==> config.mk <==
export PLATFORM = sky130hd
export DESIGN_NAME = td4_prog_loader
export DESIGN_NICKNAME = d
export VERILOG_FILES = /design/src/rtl/td4_prog_loader.sv
export SDC_FILE = /design/constraint.sdc
export NUM_CORES = 1
export LEC_CHECK = 0
export CORE_MARGIN = 4
export CORE_UTILIZATION = 45
export CTS_CLUSTER_DIAMETER = 30
export CTS_CLUSTER_SIZE = 14
export DETAILED_ROUTE_END_ITERATION = 8
export MAX_ROUTING_LAYER = met4
export SLEW_MARGIN = 40
export SYNTH_ARGS = -nofsm -noshare
export SYNTH_HDL_FRONTEND = slang
export SYNTH_SLANG_ARGS = --single-unit
==> constraint.sdc <==
create_clock -name clk -period 2.92 [get_ports clk]
set_input_delay 0.584 -clock clk [delete_from_list [all_inputs] [get_ports clk]]
set_output_delay 0.584 -clock clk [all_outputs]
set_load 0.01 [all_outputs]
==> src/rtl/td4_prog_loader.sv <==
// td4_prog_loader: writable 16x8 TD4 program store. It is filled over a valid/ready byte stream
// and holds the CPU in reset while loading. Define TD4_LOAD_CHECKSUM_EN to require a trailing checksum byte.
module td4_prog_loader #(
  parameter int WORDS = 16
) (
  input  logic       clk,
  input  logic       rst,
  input  logic       ld_start,
  input  logic       ld_valid,
  input  logic [7:0] ld_data,
  output logic       ld_ready,
  input  logic [3:0] pc,
  output logic [3:0] op,
  output logic [3:0] im,
  output logic       cpu_rst,
  output logic       done,
  output logic       err
);
  localparam logic [3:0] LAST_ADDR = 4'(WORDS - 1);

`ifdef TD4_LOAD_CHECKSUM_EN
  typedef enum logic [2:0] {S_IDLE, S_LOAD, S_CHECK, S_RELEASE, S_RUN} state_t;
  localparam state_t S_AFTER_LOAD = S_CHECK;
`else
  typedef enum logic [2:0] {S_IDLE, S_LOAD, S_RELEASE, S_RUN} state_t;
  localparam state_t S_AFTER_LOAD = S_RELEASE;
`endif

  state_t     r_state;
  state_t     w_state_next;
  logic [7:0] r_mem [16];
  logic [3:0] r_wa;
  logic       w_start;
  logic       w_write;

`ifdef TD4_LOAD_CHECKSUM_EN
  logic [7:0] r_sum;
  logic       r_err;
  logic [7:0] w_sum_final;
  logic       w_ck_bad;

  assign w_sum_final = r_sum + ld_data;
`endif

  always_comb begin
    w_state_next = r_state;
    w_start      = 1'b0;
    w_write      = 1'b0;
    ld_ready     = 1'b0;
    cpu_rst      = 1'b1;
    done         = 1'b0;
`ifdef TD4_LOAD_CHECKSUM_EN
    w_ck_bad     = 1'b0;
`endif
    case (r_state)
      S_IDLE: begin
        if (ld_start) begin
          w_start      = 1'b1;
          w_state_next = S_LOAD;
        end
      end
      S_LOAD: begin
        ld_ready = 1'b1;
        if (ld_valid) begin
          w_write = 1'b1;
          if (r_wa == LAST_ADDR) w_state_next = S_AFTER_LOAD;
        end
      end
`ifdef TD4_LOAD_CHECKSUM_EN
      S_CHECK: begin
        ld_ready = 1'b1;
        if (ld_valid) begin
          if (w_sum_final == 8'h00) begin
            w_state_next = S_RELEASE;
          end else begin
            w_ck_bad     = 1'b1;
            w_state_next = S_IDLE;
          end
        end
      end
`endif
      // One cycle of CPU reset after the final write, so the CPU restarts at PC 0 on the new program.
      S_RELEASE: w_state_next = S_RUN;
      S_RUN: begin
        cpu_rst = 1'b0;
        done    = 1'b1;
        if (ld_start) begin
          w_start      = 1'b1;
          w_state_next = S_LOAD;
        end
      end
      default: w_state_next = S_IDLE;
    endcase
  end

  always_ff @(posedge clk) begin
    if (rst) begin
      r_state <= S_IDLE;
      r_wa    <= 4'd0;
      for (int i = 0; i < 16; i++) r_mem[i] <= 8'h00;
    end else begin
      r_state <= w_state_next;
      if (w_start) begin
        r_wa <= 4'd0;
      end else if (w_write) begin
        r_mem[r_wa] <= ld_data;
        r_wa        <= r_wa + 4'd1;
      end
    end
  end

`ifdef TD4_LOAD_CHECKSUM_EN
  always_ff @(posedge clk) begin
    if (rst) begin
      r_sum <= 8'h00;
      r_err <= 1'b0;
    end else if (w_start) begin
      r_sum <= 8'h00;
      r_err <= 1'b0;
    end else begin
      if (w_write)  r_sum <= w_sum_final;
      if (w_ck_bad) r_err <= 1'b1;
    end
  end

  assign err = r_err;
`else
  assign err = 1'b0;
`endif

  assign op = r_mem[pc][7:4];
  assign im = r_mem[pc][3:0];

endmodule

==> flow_summary_export.csv <==
group,metric,value,unit
cts,cts_buffers,17,
yosys,synth_fa_ha_area_frac,0.0122,
timing,period_minus_slack,2.87,ns
timing,whs,0.496,ns
cts,clkTransAtPathRegs,0.05,ns
yosys,ys_types,36,
layout,area_growth,20.1,%
layout,fin_nets,528,
floorplanning,num_rows,42,
timing,slew_violations,0,
setup_path,r2r-end,"r_mem[11][6]",
floorplanning,io_pins,28,
place,placed_area,0.00678,sq mm
worst_hold_path,holdCritStartpoint,"r_state[1]",
run_status,status,"finished clean",
pwr,leakage,2.64,nW
floorplanning,dieHeight,125,microns
timing,fin_crit_sh,0.983,
timing,setup_viol,0,
place,port_buffers,26,
yosys,synth-seq-cells,134,
floorplanning,die_x,125,microns
global_route,grt_start_max_net_pins,23,
worst_hold_path,holdPathStages,2,
timing,max-slew-margin-rel,0.420,
yosys,synthXorXnorAreaFrac,0.00428,
pwr,ir_drop,0.418,mV
timing,skew,0.00490,ns
pwr,power.total,4.73,mW
layout,multiInputGateArea,0.00195,sq mm
yosys,synth_top_family_by_area,"multiplexers",
global_route,grt_usage,0.207,
yosys,synthSimpleGateAreaFrac,0.126,
setup_path,end_kind,"output pin",
yosys,synth-compound-area-share,0.0465,
setup_path,cp-start-kind,"input pin",
routing,drcViolationCount,0,
setup_path,r2r_cells,7,
cts,cts_hold_buf,0,
yosys,synth.avg_cell_area,13.7,sq um
cts,cts_tree,"yes",
cts,clk_path_buf_depth,2,
layout,fillers,1103,
routing,first_iter_violations,387,
setup_path,crit_required,2.34,ns
global_route,antenna_found_initial,0,
floorplanning,start_util,0.462,
timing,fmax,348,MHz
pwr,powerDensity,642,mW/mm^2
yosys,synth.cell_area,0.00614,sq mm
layout,antennaDiodeCount,0,
cts,cts.sinks,134,
yosys,syn_nets,470,
yosys,ys_seq_area_frac,0.646,
cts,clockRootBuffer,"clkbuf_16",
yosys,muxShareOfSynthArea,0.129,
routing,wire_per_inst,21.8,microns
worst_hold_path,min_path_type,"flip-flop to flip-flop",
place,routabilityCongestion,0.800,
global_route,grt_pass1_wl,23000,microns
timing,hold_viol,0,
timing,rsz0062_at_grt,"no",
floorplanning,die_area,0.0156,sq mm
global_route,grt_overflow,0,
timing,tightestPinTransition,0.868,ns
global_route,grt_pass1_vias,3968,
routing,vias,3894,
setup_path,path_max_fanout,14,
setup_path,cp.arrival,2.29,ns
routing,ant_nets,0,
routing,first_pass_iters,5,
worst_hold_path,hold_end,"r_state[1]",
yosys,yosys_warnings,0,
place,detailed_place_hpwl,9920,microns
yosys,syn_inst,448,
layout,drive_gt1_frac,0.198,
setup_path,rrSetupSlack,0.72,ns
job,drv_cap,0,
cts,clock_latency,0.42,ns
layout,final_cell_area,0.00737,sq mm
routing,via_per_inst,5.60,
routing,routed_wl,15200,microns
cts,h-tree-depth,4,
floorplanning,core,0.0133,sq mm
setup_path,r2r-start,"r_state[1]",
setup_path,worst-setup-path-type,"input pin to output pin",
layout,area.sequential,0.00396,sq mm
cells by family (layout without fill, tap and decap cells):
kind of cell,after synthesis,count (layout)
compound gates,39,39
xor+xnor,3,3
fa+ha+maj,6,6
buf+inv,38,109
flops,134,134
mux,33,33
other cells,1,1
simple gates,194,194
what timing repair did:
action                     CTS  global route
setup endpoints to repair    8             5
resized for setup            6            10
pin swaps                    1             0
buffers inserted             0             0
cloned                       1             0
layer usage:
layer  wire, microns  vias up  global-route usage
met5               0        -                   -
met4             367        0              0.0787
met3            1010       31              0.0395
met2            7580      173               0.338
met1            6210     1935               0.258
li1                -     1755                   -
synthesized netlist by cell type, drive strengths merged:
cell / n / area share
a41o: 1 / 0.0016
xor2: 2 / 0.0029
or2: 2 / 0.0020
nand4: 1 / 0.0010
clkbuf: 7 / 0.0043
o21ai: 2 / 0.0016
and2: 4 / 0.0041
a21o: 1 / 0.0012
nand3: 1 / 0.00081
inv: 6 / 0.0037
dfxtp: 6 / 0.020
a31oi: 1 / 0.0010
o21bai: 12 / 0.015
conb: 1 / 0.00061
nand2b: 2 / 0.0020
nor2: 134 / 0.082
a31o: 3 / 0.0043
edfxtp: 128 / 0.63
and2b: 1 / 0.0012
mux2i: 1 / 0.0016
mux4: 32 / 0.13
buf: 22 / 0.023
nand2: 45 / 0.029
a21oi: 3 / 0.0024
nor2b: 4 / 0.0041
xnor2: 1 / 0.0014
a22oi: 16 / 0.020
clkdlybuf4s25: 3 / 0.0049
ha: 6 / 0.012
stage by stage:
step / setup WS [ns] / cells / TNS [ns] / util
finish: 0.0505 / 695 / 0 / 0.555
global route: 0.000387 / 695 / 0 / 0.555
CTS: 0.00320 / 695 / 0 / 0.554
detailed placement: -0.135 / 662 / -0.931 / 0.510
global placement: -0.144 / 662 / -0.822 / 0.510
floorplan: 0.675 / 448 / 0 / -
sequential cells by signal, summed over array words and instances, names as in the netlist:
name     flops
r_mem      128
r_state      2
r_wa         4
final cells by class:
type	count	share of cell area
Inverter	6	0.00305
Multi-Input combinational cell	276	0.265
Clock buffer	21	0.0597
Sequential cell	134	0.538
Timing Repair Buffer	71	0.0903
Tap cell	176	0.0299
Clock inverter	11	0.0148
power breakdown:
| part | internal, mW | switching (mW) |
|---|---|---|
| Combinational | 0.242 | 0.269 |
| Sequential | 2.19 | 0.0326 |
| Clock | 1.24 | 0.760 |
critical path: stages:
cell	delay (ns)
buf_2	0.11
buf_12	0.17
buf_4	0.12
mux4_1	0.55
a22oi_1	0.20
nand2_1	0.07
clkdlybuf4s50_1	0.47
cell usage in the layout, fill, tap and decap left out, types with 6 or more instances in the layout:
master and n:
mux4_2 20, edfxtp_1 128, mux4_1 12, o21bai_1 12, a22oi_1 14, buf_4 40, nand2_1 42, dfxtp_1 6
clkdlybuf4s50_1 19, inv_1 6, ha_1 6, clkbuf_16 17, nor2_1 133
how the worst max path moves through the flow:
| stage | startpoint | end | slack [ns] | depth (start not counted) |
|---|---|---|---|---|
| floorplan | pc[0] | op[0] | 0.67 | 5 |
| global placement | pc[1] | im[0] | -0.14 | 6 |
| detailed placement | pc[1] | im[0] | -0.13 | 6 |
| CTS | pc[0] | im[2] | 0.003 | 7 |
| global route | pc[0] | op[3] | 0.0004 | 7 |
| finish | pc[0] | im[3] | 0.05 | 7 |
Note: power is estimated with default switching activity, not from simulation.
